==> config.mk <==
export PLATFORM = sky130hd
export DESIGN_NAME = sysid_rom_reader
export DESIGN_NICKNAME = d
export VERILOG_FILES = /design/src/rtl/sysid_rom_reader.sv
export SDC_FILE = /design/constraint.sdc
export NUM_CORES = 1
export LEC_CHECK = 0
export CAP_MARGIN = 25
export CELL_PAD_IN_SITES_DETAIL_PLACEMENT = 1
export CELL_PAD_IN_SITES_GLOBAL_PLACEMENT = 2
export CORE_MARGIN = 8
export CORE_UTILIZATION = 25
export CTS_CLUSTER_SIZE = 25
export DETAILED_ROUTE_END_ITERATION = 12
export HOLD_SLACK_MARGIN = 0.02
export PLACE_DENSITY = 0.88
export SKIP_CTS_REPAIR_TIMING = 1
export SLEW_MARGIN = 10
export SYNTH_ARGS = -nofsm -noshare
export SYNTH_HDL_FRONTEND = slang
export SYNTH_SLANG_ARGS = --single-unit
==> constraint.sdc <==
create_clock -name m_axi_aclk -period 4.14 [get_ports m_axi_aclk]
set_clock_uncertainty 0.05 [all_clocks]
set_input_delay 0.621 -clock m_axi_aclk [delete_from_list [all_inputs] [get_ports m_axi_aclk]]
set_output_delay 0.621 -clock m_axi_aclk [all_outputs]
set_load 0.01 [all_outputs]
==> src/rtl/sysid_rom_reader.sv <==
// AXI4-Lite master that verifies the system-ID magic word, sets the ROM pointer,
// then streams WORD_COUNT auto-incremented ROM words out on AXI4-Stream.
//
// Handshake rule used on every channel: a transfer happens on the rising edge
// where valid and ready are both high; valid, once raised, holds its payload
// stable until that edge and drops on the following cycle.
module sysid_rom_reader #(
    parameter logic [15:0] BASE_ADDR  = 16'h0000,
    parameter int unsigned START_WORD = 0,
    parameter int unsigned WORD_COUNT = 64
) (
    input  logic        m_axi_aclk,
    input  logic        m_axi_aresetn,

    input  logic        start,
    output logic        busy,
    output logic        done,
    output logic        error,

    output logic        m_axi_awvalid,
    input  logic        m_axi_awready,
    output logic [15:0] m_axi_awaddr,
    output logic [2:0]  m_axi_awprot,
    output logic        m_axi_wvalid,
    input  logic        m_axi_wready,
    output logic [31:0] m_axi_wdata,
    output logic [3:0]  m_axi_wstrb,
    input  logic        m_axi_bvalid,
    output logic        m_axi_bready,
    input  logic [1:0]  m_axi_bresp,

    output logic        m_axi_arvalid,
    input  logic        m_axi_arready,
    output logic [15:0] m_axi_araddr,
    output logic [2:0]  m_axi_arprot,
    input  logic        m_axi_rvalid,
    output logic        m_axi_rready,
    input  logic [31:0] m_axi_rdata,
    input  logic [1:0]  m_axi_rresp,

    output logic        m_axis_tvalid,
    input  logic        m_axis_tready,
    output logic [31:0] m_axis_tdata,
    output logic        m_axis_tlast,

    output logic [3:0]  dbg_state_o
);

    localparam logic [31:0] MAGIC_VALUE   = 32'h5359_4944;
    localparam logic [15:0] MAGIC_ADDR    = BASE_ADDR + 16'h000C;
    localparam logic [15:0] ROM_DATA_ADDR = BASE_ADDR + 16'h0084;
    localparam logic [15:0] ROM_ADDR_ADDR = BASE_ADDR + 16'h0088;
    localparam logic [31:0] START_VALUE   = 32'(START_WORD);
    localparam logic [10:0] LAST_IDX      = 11'(WORD_COUNT - 1);

    typedef enum logic [3:0] {
        S_IDLE    = 4'd0,
        S_MAG_AR  = 4'd1,
        S_MAG_R   = 4'd2,
        S_ADDR_AW = 4'd3,
        S_ADDR_B  = 4'd4,
        S_ROM_AR  = 4'd5,
        S_ROM_R   = 4'd6,
        S_STREAM  = 4'd7,
        S_FINISH  = 4'd8
    } state_e;

    state_e      state_q, state_d;
    logic [10:0] cnt_q, cnt_d;
    logic        busy_q, busy_d;
    logic        done_q, done_d;
    logic        error_q, error_d;
    logic        arvalid_q, arvalid_d;
    logic [15:0] araddr_q, araddr_d;
    logic        awvalid_q, awvalid_d;
    logic [15:0] awaddr_q, awaddr_d;
    logic        wvalid_q, wvalid_d;
    logic [31:0] wdata_q, wdata_d;
    logic        tvalid_q, tvalid_d;
    logic [31:0] tdata_q, tdata_d;
    logic        tlast_q, tlast_d;

    logic aw_fin, w_fin;

    // A write sub-channel is finished once its valid is already down or is being accepted now.
    assign aw_fin = !awvalid_q || m_axi_awready;
    assign w_fin  = !wvalid_q  || m_axi_wready;

    always_comb begin
        state_d   = state_q;
        cnt_d     = cnt_q;
        busy_d    = busy_q;
        done_d    = done_q;
        error_d   = error_q;
        arvalid_d = arvalid_q;
        araddr_d  = araddr_q;
        awvalid_d = awvalid_q;
        awaddr_d  = awaddr_q;
        wvalid_d  = wvalid_q;
        wdata_d   = wdata_q;
        tvalid_d  = tvalid_q;
        tdata_d   = tdata_q;
        tlast_d   = tlast_q;

        case (state_q)
            S_IDLE: begin
                if (start) begin
                    done_d    = 1'b0;
                    error_d   = 1'b0;
                    busy_d    = 1'b1;
                    cnt_d     = '0;
                    arvalid_d = 1'b1;
                    araddr_d  = MAGIC_ADDR;
                    state_d   = S_MAG_AR;
                end
            end
            S_MAG_AR: begin
                if (m_axi_arready) begin
                    arvalid_d = 1'b0;
                    state_d   = S_MAG_R;
                end
            end
            S_MAG_R: begin
                if (m_axi_rvalid) begin
                    if (m_axi_rresp != 2'b00 || m_axi_rdata != MAGIC_VALUE) begin
                        error_d = 1'b1;
                        busy_d  = 1'b0;
                        state_d = S_IDLE;
                    end else begin
                        awvalid_d = 1'b1;
                        awaddr_d  = ROM_ADDR_ADDR;
                        wvalid_d  = 1'b1;
                        wdata_d   = START_VALUE;
                        state_d   = S_ADDR_AW;
                    end
                end
            end
            S_ADDR_AW: begin
                if (awvalid_q && m_axi_awready) awvalid_d = 1'b0;
                if (wvalid_q && m_axi_wready)   wvalid_d  = 1'b0;
                if (aw_fin && w_fin)            state_d   = S_ADDR_B;
            end
            S_ADDR_B: begin
                if (m_axi_bvalid) begin
                    if (m_axi_bresp != 2'b00) begin
                        error_d = 1'b1;
                        busy_d  = 1'b0;
                        state_d = S_IDLE;
                    end else begin
                        arvalid_d = 1'b1;
                        araddr_d  = ROM_DATA_ADDR;
                        state_d   = S_ROM_AR;
                    end
                end
            end
            S_ROM_AR: begin
                if (m_axi_arready) begin
                    arvalid_d = 1'b0;
                    state_d   = S_ROM_R;
                end
            end
            S_ROM_R: begin
                if (m_axi_rvalid) begin
                    if (m_axi_rresp != 2'b00) begin
                        error_d = 1'b1;
                        busy_d  = 1'b0;
                        state_d = S_IDLE;
                    end else begin
                        tdata_d  = m_axi_rdata;
                        tvalid_d = 1'b1;
                        tlast_d  = (cnt_q == LAST_IDX);
                        state_d  = S_STREAM;
                    end
                end
            end
            S_STREAM: begin
                // The slave pointer advances on every read, so the next read waits for this beat.
                if (m_axis_tready) begin
                    tvalid_d = 1'b0;
                    tlast_d  = 1'b0;
                    cnt_d    = cnt_q + 11'd1;
                    if (tlast_q) begin
                        state_d = S_FINISH;
                    end else begin
                        arvalid_d = 1'b1;
                        araddr_d  = ROM_DATA_ADDR;
                        state_d   = S_ROM_AR;
                    end
                end
            end
            S_FINISH: begin
                done_d  = 1'b1;
                busy_d  = 1'b0;
                state_d = S_IDLE;
            end
            default: begin
                state_d = S_IDLE;
            end
        endcase
    end

    always_ff @(posedge m_axi_aclk or negedge m_axi_aresetn) begin
        if (!m_axi_aresetn) begin
            state_q   <= S_IDLE;
            cnt_q     <= '0;
            busy_q    <= 1'b0;
            done_q    <= 1'b0;
            error_q   <= 1'b0;
            arvalid_q <= 1'b0;
            araddr_q  <= '0;
            awvalid_q <= 1'b0;
            awaddr_q  <= '0;
            wvalid_q  <= 1'b0;
            wdata_q   <= '0;
            tvalid_q  <= 1'b0;
            tdata_q   <= '0;
            tlast_q   <= 1'b0;
        end else begin
            state_q   <= state_d;
            cnt_q     <= cnt_d;
            busy_q    <= busy_d;
            done_q    <= done_d;
            error_q   <= error_d;
            arvalid_q <= arvalid_d;
            araddr_q  <= araddr_d;
            awvalid_q <= awvalid_d;
            awaddr_q  <= awaddr_d;
            wvalid_q  <= wvalid_d;
            wdata_q   <= wdata_d;
            tvalid_q  <= tvalid_d;
            tdata_q   <= tdata_d;
            tlast_q   <= tlast_d;
        end
    end

    assign busy          = busy_q;
    assign done          = done_q;
    assign error         = error_q;

    assign m_axi_awvalid = awvalid_q;
    assign m_axi_awaddr  = awaddr_q;
    assign m_axi_awprot  = 3'b000;
    assign m_axi_wvalid  = wvalid_q;
    assign m_axi_wdata   = wdata_q;
    assign m_axi_wstrb   = 4'hF;
    assign m_axi_bready  = (state_q == S_ADDR_B);

    assign m_axi_arvalid = arvalid_q;
    assign m_axi_araddr  = araddr_q;
    assign m_axi_arprot  = 3'b000;
    assign m_axi_rready  = (state_q == S_MAG_R) || (state_q == S_ROM_R);

    assign m_axis_tvalid = tvalid_q;
    assign m_axis_tdata  = tdata_q;
    assign m_axis_tlast  = tlast_q;

    assign dbg_state_o   = state_q;

endmodule
Word-level counts from Yosys, hierarchy flattened --
Index checks and enable logic that the tools add are counted.
Word-level totals: register bits 72, bits of input ports 45, word-level logic and storage cells 135
Operators by class: add/subtract/negate cells 1, eq/ne operators 28, mux-type cells 58, bitwise gates (word level) 2, reductions and logical operators 33
Operators by type and width (count):
- 2-to-1 mux 16 bit | 5
- case mux 16 bit (3 select lines) | 1
- 2-to-1 mux 4 bit | 9
- != test 2 bit (second input constant) | 16
- != test 32 x 31 -> 1 bit (second input constant) | 1
- case mux 4 bit (8 select lines) | 1
- 2-to-1 mux 1 bit | 28
- AND reduction 8 bit | 3
- 2-to-1 mux 11 bit | 2
- case mux 11 bit (2 select lines) | 1
- == test 4 x 3 -> 1 bit (second input constant) | 4
- AND reduction 4 bit | 3
- nonzero test 2 bit | 6
- adder 11 x 1 -> 11 bit (second input constant) | 1
- == test 11 x 6 -> 1 bit (second input constant) | 1
- case mux 1 bit (2 select lines) | 5
- AND reduction 3 bit | 3
- == test 4 x 2 -> 1 bit (second input constant) | 2
- case mux 1 bit (4 select lines) | 2
- nonzero test 4 bit | 2
- AND reduction 7 bit | 1
- 2-to-1 mux 3 bit | 2
- AND reduction 6 bit | 1
- case mux 1 bit (5 select lines) | 1
- other kinds (13) | 21

Longest topological paths before layout --
depth after elaboration 5, gate-level depth with buffers 6, mapped depth without buffers 5

Worst setup path after synthesis --
Ideal clock, no wire load.
path type in2reg, start point input port start, end point register cnt_q[4], data arrival time 1.807 ns, data required time 4.012 ns, slack 2.205 ns, cell stages on the path 4, buffers on the path 0, cells stage by stage or4b_4 > a21o_4 > or3_1 > a21oi_1
On the way: longest elaborated chain between the ends 2
RTL lines:
- start, declared | RTL line 15 | input logic start,
- != test 2 bit (no source line)
- AND reduction 3 bit (no source line)
- end signal, assigned | RTL line 220 | cnt_q <= cnt_d;
- end, declared | RTL line 69 | logic [10:0] cnt_q, cnt_d;
Every way passes these cells. A chain may end at the register's enable or synchronous reset.

Worst setup path in the final report --
start point register state_q[2], in the netlist dbg_state_o[2], end point output port m_axi_bready
On the way: longest elaborated chain between the ends 1
RTL lines:
- start, declared | RTL line 68 | state_e state_q, state_d;
- start signal, assigned | RTL line 219 | state_q <= state_d;
- == test 4 x 3 -> 1 bit | RTL line 246 | assign m_axi_bready = (state_q == S_ADDR_B);
- end, declared | RTL line 29 | output logic m_axi_bready,
Every way passes these cells.

==> summary by stage <==
Pwr
The net switching power figure is 745.9 uW. Registers are responsible for 36.2% of the overall power. Per report_power, the clock group accounts for 27.7% of the total.

The fraction of power spent switching nets is 31.38%. The cell-internal power is 1.631 mW. In this run the power density over the cells is 540.5 nW/um^2. The leakage dissipation is 1.990 nW. Combinational logic is responsible for 36.0% of the overall power. The worst vdd rail ir drop is 0.3001 mV.

Drt
The first detailed-routing pass took 4 iterations. For this block, the initial DRC count from the detailed router was 113. The number of vias per cell is 4.157. Dividing the detail-routed wire length by the instance count gives 16.29 um.

The via count is 2390. Summed over all nets, wire length on met3 after detailed routing comes to 830 um. The final layout contains routed wiring with a total length of 9366 um. The residual antenna-violating net count after detailed routing is 0. In the routed design, unresolved DRC markers number 0.

After detailed routing, the met2 layer carries 4715 um of wire. After detailed routing, no signal wire sits above met4. The met1 wire length is 3708 um.

Cells and area
After the last flow step, the layout net total stands at 444. Summing all flip-flop and latch instances after layout gives 1476 sq um. The number of diodes added for antenna fixing is 0.

The post-route netlist has 14.79% of its cells at a drive strength greater than 1. The multi-input gate area in the final layout is 1454 sq um. Excluding fillers, the count of instances in the completed layout stands at 575. The post-route cell area is 4398 sq um. The area added between synthesis and finish is 34.26%. The number of fill cells is 1513.

GRT
The overflow left after global routing is 0. The initial antenna violation count is 0. Entering global routing, the biggest net connects 36 pins. The aggregate global-route resource usage is 11.15%. The wire length of the first global-routing pass is 14460 um.

The via count of the first global-routing pass is 2635.

Logic synthesis
The synthesized design contains 0 enable-type register cells. The post-synthesis instance area is 3276 sq um. Sequential elements use 45.07% of the synthesized area. Each instance of the synthesized netlist takes up on average 10.88 sq um.

The synthesis warning total is 0. The primary flip-flop cell chosen by synthesis mapping is sky130_fd_sc_hd__dfrtp_1. Of all flip-flops after synthesis, the portion carrying an async set or reset was 100.0%. The count of mapped cells out of synthesis is 301. The number of distinct library cells after synthesis is 52. The flop and latch count out of synthesis is 59.

Setup path
Along the worst path, the maximum fanout reaches 16. At the worst endpoint, the arrival time is 2230 ps. The element type at the critical path end is an output port. The startpoint identified for the worst register-to-register timing path is dbg_state_o[0]$_DFFE_PN0P_. In this run the register-to-register setup slack is 1520 ps.

The count of cells along the worst register-to-register path is 5. The critical path in this run is classified as reg2out. For the worst setup path, the data required time is 3470 ps. The launching element type of the critical path is a register. The end of the worst register-to-register path is m_axi_awvalid$_DFFE_PN0P_.

Floorplan
The floorplan has 42 rows. The die outline area is 17020 sq um. The core region area is 13030 sq um.

The die is 130.5 um wide. Pin placement for this block handled 165 I/O pins. The initial standard-cell utilization of the core is 25.13%. The chip height is 130.5 um.

Clock tree
The maximum level of the CTS H-tree is 3. Clock tree synthesis inserted a total of 9 buffers. Clock latency on the worst-skew pair, taken at its later pin, is 320 ps. CTS saw 59 sinks. The clock edge transition at the registers on the reported setup and hold paths is 50 ps. The deepest clock path buffer count is 2. The root buffer cell chosen for the clock tree is sky130_fd_sc_hd__clkbuf_16. TritonCTS built the clock tree.

Place
The placed instances occupy a cell area of 4141 sq um. After detailed placement, the design holds a cell count of 563. Buffers placed on the I/O ports in this run total 95. The detailed placement HPWL is 7302 um. The global placement routability congestion is 0.7482.

STA
The achievable frequency is 0.3441 GHz. The number of setup violations in the final report is 0. The worst path uses 70.19% of the clock period. The shortest clock period the worst path allows after layout is 2906 ps. Setup repair after global routing left no endpoint under its margin. The headroom to the max-slew limit is 52.89%. The transition time at the pin with the least slew margin is 706.7 ps. In the final timing run, aggregate negative setup slack is 0 ps. The total count of hold-check failures in the final report is 0. The count of pins over their slew limit is 0.

Outcome
The run finished with clean final reports.

Worst hold path
The min-delay analysis places its worst path in the category in2async.

Flow run
The tool flagged a number of max-cap violations equal to 0.
## placed cells by master, fill, tap and decap left out, types with 6 or more instances in the layout
cell type	Yosys	final
sky130_fd_sc_hd__nor2_1	18	18
sky130_fd_sc_hd__mux2_2	32	32
sky130_fd_sc_hd__clkbuf_16	0	9
sky130_fd_sc_hd__nand2_1	17	17
sky130_fd_sc_hd__clkdlybuf4s50_1	0	94
sky130_fd_sc_hd__and3_1	6	6
sky130_fd_sc_hd__conb_1	2	69
sky130_fd_sc_hd__inv_1	8	8
sky130_fd_sc_hd__dfrtp_1	59	59
## sequential cells by signal, summed over array words and instances, names as in the netlist, 3 cells and up
| name | cells |
|---|---|
| m_axis_tdata | 32 |
| cnt_q | 11 |
| dbg_state_o | 4 |
| m_axi_araddr | 3 |
## per-stage QoR
stage                     setup slack, ps  hold slack [ps]  power [mW]  util, %
after floorplan                      2205            275.4       1.296        -
after global placement               1182            403.0       1.705    31.78
after detailed placement             1139            431.1       1.740    31.78
after CTS                            1235            306.4       2.423    33.75
after global routing                 1111            341.1       2.526    33.75
final                                1234            298.6       2.377    33.75
## metal layers
layer	up-vias	GRT usage [%]
met2	98	19.29
met3	11	4.302
met5	-	0
met4	0	3.646
met1	1179	12.36
li1	1102	-
## cell usage after synthesis, drive strengths merged, types with 2 or more instances
| library cell | number | area [sq um] |
|---|---|---|
| or4b | 2 | 23.77 |
| nor2 | 19 | 73.82 |
| a32oi | 2 | 17.52 |
| nor4bb | 3 | 30.03 |
| o21ai | 5 | 25.02 |
| mux2 | 32 | 360.4 |
| xnor2 | 5 | 43.79 |
| nand2 | 17 | 63.81 |
| inv | 8 | 30.03 |
| a211oi | 3 | 22.52 |
| nand4 | 5 | 31.28 |
| a21oi | 2 | 10.01 |
| a31oi | 2 | 12.51 |
| xor2 | 4 | 35.03 |
| a22o | 2 | 17.52 |
| or2 | 3 | 18.77 |
| a2111oi | 2 | 42.54 |
| nand4b | 2 | 17.52 |
| nand3 | 3 | 15.01 |
| or4 | 2 | 15.01 |
| nor3 | 8 | 55.05 |
| a2bb2oi | 2 | 17.52 |
| dfrtp | 59 | 1476 |
| buf | 77 | 563.0 |
| conb | 2 | 7.510 |
| nor4b | 6 | 58.80 |
| and3 | 6 | 37.54 |
## area by class of cell
class | count | share of cell area [%]
Timing Repair Buffer | 97 | 21.85
Tap cell | 176 | 5.007
Sequential cell | 59 | 33.57
Multi-Input combinational cell | 223 | 33.06
Clock buffer | 12 | 5.832
Inverter | 8 | 0.6828
## power by group through the flow
stage                     clock, mW  combinational, mW  sequential, mW
after floorplan                   0              0.400           0.896
after global placement            0              0.845           0.860
after detailed placement          0              0.869           0.871
after CTS                     0.687              0.872           0.864
after global routing          0.706              0.930           0.889
final                         0.659              0.857           0.862
## critical path, stage by stage, from the launching register on
cell	delay, ps
sky130_fd_sc_hd__dfrtp_1	680
sky130_fd_sc_hd__nor4b_1	580
sky130_fd_sc_hd__clkdlybuf4s50_1	660
## logic make-up after synthesis
kind of cell,Yosys count,synth area share (%)
multiplexers,33,11.31
AO/OA/AOI/OAI,28,7.258
flip-flops,59,45.07
XOR/XNOR,9,2.406
buffers and inverters,86,18.22
other,2,0.2293
adder cells (fa/ha/maj),1,0.3819
AND/OR/NAND/NOR,83,15.13
## worst max path at each step
stage                          startpoint                   endpoint  slack [ps]
6_report       dbg_state_o[2]$_DFFE_PN0P_               m_axi_bready        1230
5_1_grt        dbg_state_o[2]$_DFFE_PN0P_               m_axi_bready        1110
4_1_cts        dbg_state_o[3]$_DFFE_PN0P_               m_axi_bready        1240
3_5_place_dp               m_axi_rresp[1]  m_axi_awvalid$_DFFE_PN0P_        1140
3_3_place_gp               m_axi_rresp[1]   m_axi_wvalid$_DFFE_PN0P_        1180
2_1_floorplan                       start       cnt_q[4]$_DFFE_PN0P_        2200
No activity file was read; power rests on OpenSTA's default activity.
